===== config.mk =====
export PLATFORM = sky130hd
export DESIGN_NAME = trojan_seq_trigger
export DESIGN_NICKNAME = d
export VERILOG_FILES = /design/src/rtl/trojan_trig_pkg.sv /design/src/rtl/trojan_pattern_cmp.sv /design/src/rtl/trojan_seq_trigger.sv
export SDC_FILE = /design/constraint.sdc
export NUM_CORES = 1
export LEC_CHECK = 0
export ABC_AREA = 1
export CAP_MARGIN = 20
export CORE_ASPECT_RATIO = 1.25
export CORE_MARGIN = 4
export CORE_UTILIZATION = 30
export CTS_CLUSTER_DIAMETER = 100
export DETAILED_ROUTE_END_ITERATION = 8
export PLACE_DENSITY = 0.86
export SYNTH_ARGS = -nofsm -noshare
export SYNTH_HDL_FRONTEND = slang
export SYNTH_SLANG_ARGS = --single-unit

===== constraint.sdc =====
create_clock -name clk -period 1.6 [get_ports clk]
set_input_delay 0.48 -clock clk [delete_from_list [all_inputs] [get_ports clk]]
set_output_delay 0.48 -clock clk [all_outputs]
set_load 0.005 [all_outputs]

===== src/rtl/trojan_trig_pkg.sv =====
// Shared types and helpers for the sequence trigger: FSM encoding, default pattern, pattern slicer.
package trojan_trig_pkg;

   typedef enum logic [1:0] {IDLE, TRACK, FIRED} trig_state_t;

   localparam logic [127:0] DEFAULT_PATTERN = 128'h00112233_44556677_8899aabb_ccddeeff;

   // Widest flattened pattern table the slicer handles (SEQ_LEN*DATA_W must fit).
   localparam int PAT_MAX = 4096;

   // Element idx of the flat table ends up in the low data_w bits of the result.
   function automatic logic [PAT_MAX-1:0] pat_sel(input logic [PAT_MAX-1:0] patterns,
                                                  input int unsigned idx,
                                                  input int unsigned data_w = 128);
      return patterns >> (idx * data_w);
   endfunction

endpackage


===== src/rtl/trojan_pattern_cmp.sv =====
// Stage-1 compare: registers the beat's valid plus "matches expected step" and "matches first step".
// Optional per-bit compare mask when TROJAN_TRIG_MASK_EN is defined.
module trojan_pattern_cmp
   import trojan_trig_pkg::*;
#(
   parameter int                         DATA_W   = 128,
   parameter int                         SEQ_LEN  = 4,
   parameter logic [SEQ_LEN*DATA_W-1:0]  PATTERNS = {SEQ_LEN{DEFAULT_PATTERN}},
   parameter int                         IW       = $clog2(SEQ_LEN+1)
) (
   input  logic              clk,
   input  logic              rst,
   input  logic              flush,
   input  logic              in_valid,
   input  logic [DATA_W-1:0] data_in,
   input  logic [IW-1:0]     idx,
`ifdef TROJAN_TRIG_MASK_EN
   input  logic [DATA_W-1:0] cmp_mask,
`endif
   output logic              hit_vld,
   output logic              hit_cur,
   output logic              hit_first
);

   localparam logic [PAT_MAX-1:0] PAT_PAD = PAT_MAX'(PATTERNS);

   logic [DATA_W-1:0] pat_cur, pat_first, mask;
   logic              match_cur, match_first;

`ifdef TROJAN_TRIG_MASK_EN
   assign mask = cmp_mask;
`else
   assign mask = '1;
`endif

   assign pat_cur     = DATA_W'(pat_sel(PAT_PAD, 32'(idx), DATA_W));
   assign pat_first   = DATA_W'(pat_sel(PAT_PAD, 0, DATA_W));
   assign match_cur   = ((data_in ^ pat_cur)   & mask) == '0;
   assign match_first = ((data_in ^ pat_first) & mask) == '0;

   always_ff @(posedge clk or negedge rst) begin
      if (!rst) begin
         hit_vld   <= 1'b0;
         hit_cur   <= 1'b0;
         hit_first <= 1'b0;
      end else if (flush) begin
         hit_vld   <= 1'b0;
         hit_cur   <= 1'b0;
         hit_first <= 1'b0;
      end else begin
         hit_vld   <= in_valid;
         hit_cur   <= in_valid & match_cur;
         hit_first <= in_valid & match_first;
      end
   end

endmodule


===== src/rtl/trojan_seq_trigger.sv =====
// Ordered multi-pattern trigger with bounded gap, sticky trig and saturating fire count.
// Optional feature macro: TROJAN_TRIG_MASK_EN (adds cmp_mask input).
module trojan_seq_trigger
   import trojan_trig_pkg::*;
#(
   parameter int                         DATA_W   = 128,
   parameter int                         SEQ_LEN  = 4,
   parameter logic [SEQ_LEN*DATA_W-1:0]  PATTERNS = {SEQ_LEN{DEFAULT_PATTERN}},
   parameter int                         MAX_GAP  = 8,
   parameter int                         CNT_W    = 8
) (
   input  logic                           clk,
   input  logic                           rst,
   input  logic                           in_valid,
   input  logic [DATA_W-1:0]              data_in,
`ifdef TROJAN_TRIG_MASK_EN
   input  logic [DATA_W-1:0]              cmp_mask,
`endif
   input  logic                           clear,
   output logic                           trig,
   output logic [$clog2(SEQ_LEN+1)-1:0]   progress,
   output logic [CNT_W-1:0]               fire_cnt
);

   localparam int PW = $clog2(SEQ_LEN+1);
   localparam int GW = $clog2(MAX_GAP+1);

   trig_state_t   state, state_nxt;
   logic [PW-1:0] progress_nxt, cmp_idx;
   logic [GW-1:0] gap, gap_nxt;
   logic          trig_nxt, do_fire;
   logic          s1_vld, s1_hit_cur, s1_hit_first;

   // The beat sampled now is judged by the FSM next cycle, so it must be
   // compared against the step index the FSM is about to hold.
   assign cmp_idx = (progress_nxt < PW'(SEQ_LEN)) ? progress_nxt : '0;

   trojan_pattern_cmp #(
      .DATA_W   (DATA_W),
      .SEQ_LEN  (SEQ_LEN),
      .PATTERNS (PATTERNS),
      .IW       (PW)
   ) u_cmp (
      .clk       (clk),
      .rst       (rst),
      .flush     (clear),
      .in_valid  (in_valid),
      .data_in   (data_in),
      .idx       (cmp_idx),
`ifdef TROJAN_TRIG_MASK_EN
      .cmp_mask  (cmp_mask),
`endif
      .hit_vld   (s1_vld),
      .hit_cur   (s1_hit_cur),
      .hit_first (s1_hit_first)
   );

   always_comb begin
      state_nxt    = state;
      progress_nxt = progress;
      gap_nxt      = gap;
      trig_nxt     = trig;
      do_fire      = 1'b0;
      if (clear) begin
         state_nxt    = IDLE;
         progress_nxt = '0;
         gap_nxt      = '0;
         trig_nxt     = 1'b0;
      end else begin
         case (state)
            IDLE: begin
               if (s1_vld && s1_hit_first) begin
                  if (SEQ_LEN == 1) begin
                     do_fire = 1'b1;
                  end else begin
                     state_nxt    = TRACK;
                     progress_nxt = PW'(1);
                     gap_nxt      = '0;
                  end
               end
            end
            TRACK: begin
               if (s1_vld) begin
                  if (s1_hit_cur) begin
                     if (progress == PW'(SEQ_LEN-1)) begin
                        do_fire = 1'b1;
                     end else begin
                        progress_nxt = progress + PW'(1);
                        gap_nxt      = '0;
                     end
                  end else if (s1_hit_first) begin
                     progress_nxt = PW'(1);
                     gap_nxt      = '0;
                  end else if (gap == GW'(MAX_GAP-1)) begin
                     state_nxt    = IDLE;
                     progress_nxt = '0;
                     gap_nxt      = '0;
                  end else begin
                     gap_nxt = gap + GW'(1);
                  end
               end
            end
            FIRED: ;
            default: begin
               state_nxt    = IDLE;
               progress_nxt = '0;
               gap_nxt      = '0;
            end
         endcase
         if (do_fire) begin
            state_nxt    = FIRED;
            progress_nxt = PW'(SEQ_LEN);
            gap_nxt      = '0;
            trig_nxt     = 1'b1;
         end
      end
   end

   always_ff @(posedge clk or negedge rst) begin
      if (!rst) begin
         state    <= IDLE;
         progress <= '0;
         gap      <= '0;
         trig     <= 1'b0;
         fire_cnt <= '0;
      end else begin
         state    <= state_nxt;
         progress <= progress_nxt;
         gap      <= gap_nxt;
         trig     <= trig_nxt;
         if (do_fire && (fire_cnt != '1))
            fire_cnt <= fire_cnt + CNT_W'(1);
      end
   end

endmodule


Word level (Yosys, flattened, before mapping)
Cells that the tools add are included.

cells by class
  add/sub/neg operators = 3
  magnitude comparators = 1
  equal/unequal tests = 12
  shifts and indexed selects = 1
  mux-type cells = 38
  bitwise gates (word level) = 4
  reductions and logical operators = 8

operator list
  cell                                                                      count
  501-bit by 10-bit >> shifter with 128-bit output (first input constant)   1
  128-bit logical NOT                                                       2
  128-bit XOR                                                               1
  64-bit NOT                                                                1
  4-bit two-way mux                                                         8
  3-bit two-way mux                                                         9
  4-bit inequality test (second input constant)                             4
  2-bit two-way mux                                                         7
  4-bit case mux with 3 select lines                                        1
  1-bit two-way mux                                                         11
  3-bit case mux with 3 select lines                                        1
  8-bit by 1-bit adder with 8-bit output (second input constant)            1
  8-bit inequality test (second input constant)                             1
  2-bit case mux with 3 select lines                                        1
  6-bit AND reduction                                                       1
  5-bit inequality test (second input constant)                             1
  4-bit by 1-bit adder with 4-bit output (second input constant)            1
  4-bit by 3-bit == test with 1-bit output (second input constant)          1
  4-bit by 3-bit inequality test with 1-bit output (second input constant)  1
  4-bit AND reduction                                                       1
  3-bit by 1-bit adder with 3-bit output (second input constant)            1
  3-bit by 2-bit == test with 1-bit output (second input constant)          1
  3-bit < comparator (second input constant)                                1
  3-bit inequality test (second input constant)                             1
  other kinds (6)                                                           8

word-level totals
  register bits = 21
  input bits = 132
  output and inout bits = 12
  logic and storage cells = 75

Depth between registers and ports, before layout
  depth after elaboration = 15
  mapped depth = 8

Modules after synthesis
Synthesis repeated with hierarchy kept, for this count alone.

second synthesis, totals
  cell total of the unflattened synthesis = 399
  area, all modules = 2212.1 µm²

modules (own cells, without submodules)
  module              times used  cells each  area an instance (µm²)  seq. area each (µm²)
  trojan_seq_trigger  1           150         1124.8                  450.4
  trojan_pattern_cmp  1           249         1087.3                  75.1

Worst setup path after synthesis
Ideal clock, no wire load.

  path kind = flip-flop to flip-flop
  from = register progress[0]
  to = register fire_cnt[5]
  library setup time = 117 ps
  arrival time = 1226 ps
  data required time = 1483 ps
  slack = 257 ps
  stages on the path, launching flop included = 9
  period minus slack after synthesis = 1343 ps
  path through = dfrtp_1 > ha_1 > nand2_1 > nor2_4 > nand3_2 > a21oi_4 > nand2_1 > nand2_1 > nand2_1

on the way
  longest elaborated chain between the ends = 8

RTL lines
  element                                   line                       text
  from (decl)                               trojan_seq_trigger.sv:21   output logic [$clog2(SEQ_LEN+1)-1:0] progress,
  from (signal assigned)                    trojan_seq_trigger.sv:128  progress <= progress_nxt;
  3-bit by 2-bit == test with 1-bit output  trojan_seq_trigger.sv:85   if (progress == PW'(SEQ_LEN-1)) begin
  1-bit two-way mux                         trojan_seq_trigger.sv:85
  1-bit two-way mux                         trojan_seq_trigger.sv:84   if (s1_hit_cur) begin
  1-bit two-way mux                         trojan_seq_trigger.sv:83   if (s1_vld) begin
  1-bit two-way mux                         trojan_seq_trigger.sv:70   case (state)
  1-bit two-way mux (2 in a row)            trojan_seq_trigger.sv:64   if (clear) begin
  1-bit logical AND                         trojan_seq_trigger.sv:131  if (do_fire && (fire_cnt != '1))
  to (signal assigned)                      trojan_seq_trigger.sv:132  fire_cnt <= fire_cnt + CNT_W'(1);
  to (decl)                                 trojan_seq_trigger.sv:22   output logic [CNT_W-1:0] fire_cnt

Every way passes these cells. The select of a mux whose other input is x is not followed.
A chain may end at the register's enable or synchronous reset.

Worst setup path in the final report
  from = register progress[1]
  to = output progress[1]

No word-level cell between the ends.

==> results.json <==
{
  "status": "finished, final reports clean",
  "clock-root-buffer": "clkbuf_8",
  "cp_top_family": "buffers and inverters",
  "end_kind": "output port",
  "syn_inst": 293,
  "async_flop_share_pct": 100.0,
  "slew_violations": 0,
  "io_pins": 144,
  "antenna_found_initial": 0,
  "relSlewSlack_pct": 81.79,
  "postLayoutCellArea_um2": 3530,
  "tightest_slew_ns": 0.2731,
  "drive_gt1_share_pct": 8.874,
  "via_count": 2429,
  "die_w_um": 75.81,
  "wire_per_inst_um": 12.57,
  "min_period_ns": 1.575,
  "place_ws_ns": -0.1639,
  "holdWs_ns": 0.5240,
  "hp-class": "reg2reg",
  "gp_routability_congestion": 0.8432,
  "antenna_cells": 0,
  "nFillCells": 492,
  "syn_nets": 428,
  "p_per_area_nw_per_um2": 435.9,
  "skew_ns": 0.006003,
  "cts_hold_buf": 0,
  "drt_wl_total_um": 6612,
  "ys_warn_count": 0,
  "h-tree-depth": 1,
  "port_buffers": 143,
  "synth-edff-count": 0,
  "die_area_um2": 7032,
  "critical_path.max_stage_delay_ns": 0.50,
  "grt_pass1_wl_um": 10030,
  "cp_slowest_cell": "clkdlybuf4s50_1",
  "path_clk_slew_ns": 0.07,
  "core_area_um2": 5518,
  "dpl_cell_area_um2": 3288,
  "arrival_ns": 1.10,
  "grt_usage_pct": 18.33,
  "die_y_um": 92.76,
  "rows": 30,
  "synth_area_um2": 1724,
  "ys.flop_type": "dfrtp_1",
  "fin_nets": 598,
  "initial_utilization_pct": 31.25,
  "ant_nets": 0,
  "period_share_pct": 98.45,
  "crit_chain": "clkdlybuf4s50_1",
  "path_buf_inv": 1,
  "clk_latency_ns": 0.26,
  "hold_viol": 0,
  "drtIter0Drc": 48,
  "drc": 0,
  "fin_ws_ns": 0.02473,
  "grt_max_degree": 21,
  "cts_buffer_depth": 2,
  "yosysUniqueCellTypes": 22,
  "cts_tree": "yes",
  "peakVddDrop_v": 0.0003346,
  "synth_area_per_cell_um2": 5.884,
  "overflow": 0,
  "vias_per_cell": 4.618,
  "ys_seq_elements": 20,
  "critPathMaxFanout": 2,
  "drtPass1Iterations": 4,
  "start_kind": "flop",
  "leakage_uw": 0.001763,
  "finalSetupViolCount": 0,
  "cap_violations": 0,
  "cp.required_ns": 1.12,
  "fmax_mhz": 634.8,
  "crit_type": "reg2out",
  "ys_seq_area_share_pct": 29.03,
  "grt_pass1_vias": 2480,
  "area.growth.synth_to_final_pct": 104.7,
  "cts_buffers": 3,
  "hpwl_um": 5701,
  "clock_sink_count": 20
}
-- cell type report --
cell class	instances	area (µm²)	share of cell area, %
repair buffers	165	1623	45.98
multi-input cells	214	1050	29.74
clock buffers	4	55.05	1.560
flip-flops and latches	20	500.5	14.18
well taps	64	80.08	2.269
inverters	59	221.5	6.274
-- through the flow --
| step | total power [µW] | std cells | setup TNS, ns | util (%) |
|---|---|---|---|---|
| 2_1_floorplan | 762.4 | 293 | 0 | - |
| 3_3_place_gp | 1139 | 507 | -0.9341 | 59.59 |
| 3_5_place_dp | 1158 | 507 | -1.423 | 59.59 |
| 4_1_cts | 1540 | 521 | 0 | 61.88 |
| 5_1_grt | 1623 | 526 | -0.01624 | 63.97 |
| 6_report | 1539 | 526 | 0 | 63.97 |
-- power breakdown --
group | internal (µW) | total, µW | switching (µW)
combinational | 373 | 591 | 219
clock | 219 | 386 | 168
sequential | 530 | 561 | 31.3
total | 1120 | 1540 | 418
-- layer usage --
layer	vias up	track usage (%)	share of wire, %
met3	14	5.755	9.8
li1	1232	-	-
met4	0	6.851	2.5
met2	120	36.79	56
met5	-	0	0
met1	1063	15.54	32
-- worst paths after layout --
kind | from | endpoint | slack [ns] | cells past startpoint
min in group asynchronous | rst | fire_cnt[0] | 0.56 | 2
max | progress[1] | progress[1] | 0.02 | 1
min | trig | trig | 0.52 | 2
max reg2reg | progress[0] | fire_cnt[3] | 0.12 | 9
max in group asynchronous | rst | state[0] | 0.81 | 2
min reg2reg | trig | trig | 0.52 | 2
-- state kept, by name (all words and copies together) (netlist names) --
| register | cells |
|---|---|
| gap | 4 |
| u_cmp.hit_vld | 1 |
| u_cmp.hit_cur | 1 |
| state | 2 |
| trig | 1 |
| progress | 3 |
| fire_cnt | 8 |
-- synth_stat cells, types with 2 or more instances --
cell type	instances	area, µm²
a21oi_1	6	30.03
nor2_4	2	22.52
o21ai_1	4	20.02
nor3_1	10	50.05
nand3_2	2	20.02
o21ai_0	7	35.03
xor2_1	3	26.28
nand3_1	17	85.08
xnor2_1	2	17.52
dfrtp_1	20	500.5
inv_1	58	217.7
nor2_1	56	210.2
nand3b_1	3	22.52
nand2_1	86	322.8
nand2_2	3	18.77
nand4_1	6	37.54
ha_1	3	37.54
-- cells by family after synthesis --
| kind of cell | count (synthesis) | synth area share [%] |
|---|---|---|
| fa+ha+maj | 3 | 2.177 |
| xor+xnor | 5 | 2.540 |
| buf+inv | 59 | 12.84 |
| flops | 20 | 29.03 |
| simple gates | 187 | 47.10 |
| compound gates | 19 | 6.314 |
-- timing repair --
item / in CTS / in global routing
endpoints found under the hold margin: 0 / 0
buffers inserted: 10 / 5
resized for setup: 3 / 20
setup endpoints to repair: 10 / 19
pin swaps: 0 / 4
gates cloned: 0 / 0
-- placed cells by master, fill, tap and decap left out --
master	n
clkdlybuf4s50_1	131
nand2_1	85
inv_1	58
nor2_1	56
dfrtp_1	20
buf_4	20
nand3_1	16
nor3_1	10
dlymetal6s2s_1	9
a21oi_1	6
o21ai_0	6
nand4_1	6
o21ai_1	5
nand2_2	4
clkbuf_8	4
nand3b_1	3
xor2_1	3
dlygate4sd2_1	3
nor2_4	2
nand3_4	2
xnor2_1	2
ha_4	2
buf_6	2
inv_2	1
nor3_4	1
a21oi_4	1
o21bai_1	1
nand3_2	1
or2_2	1
ha_1	1
Note: power is estimated with default switching activity, not from simulation.
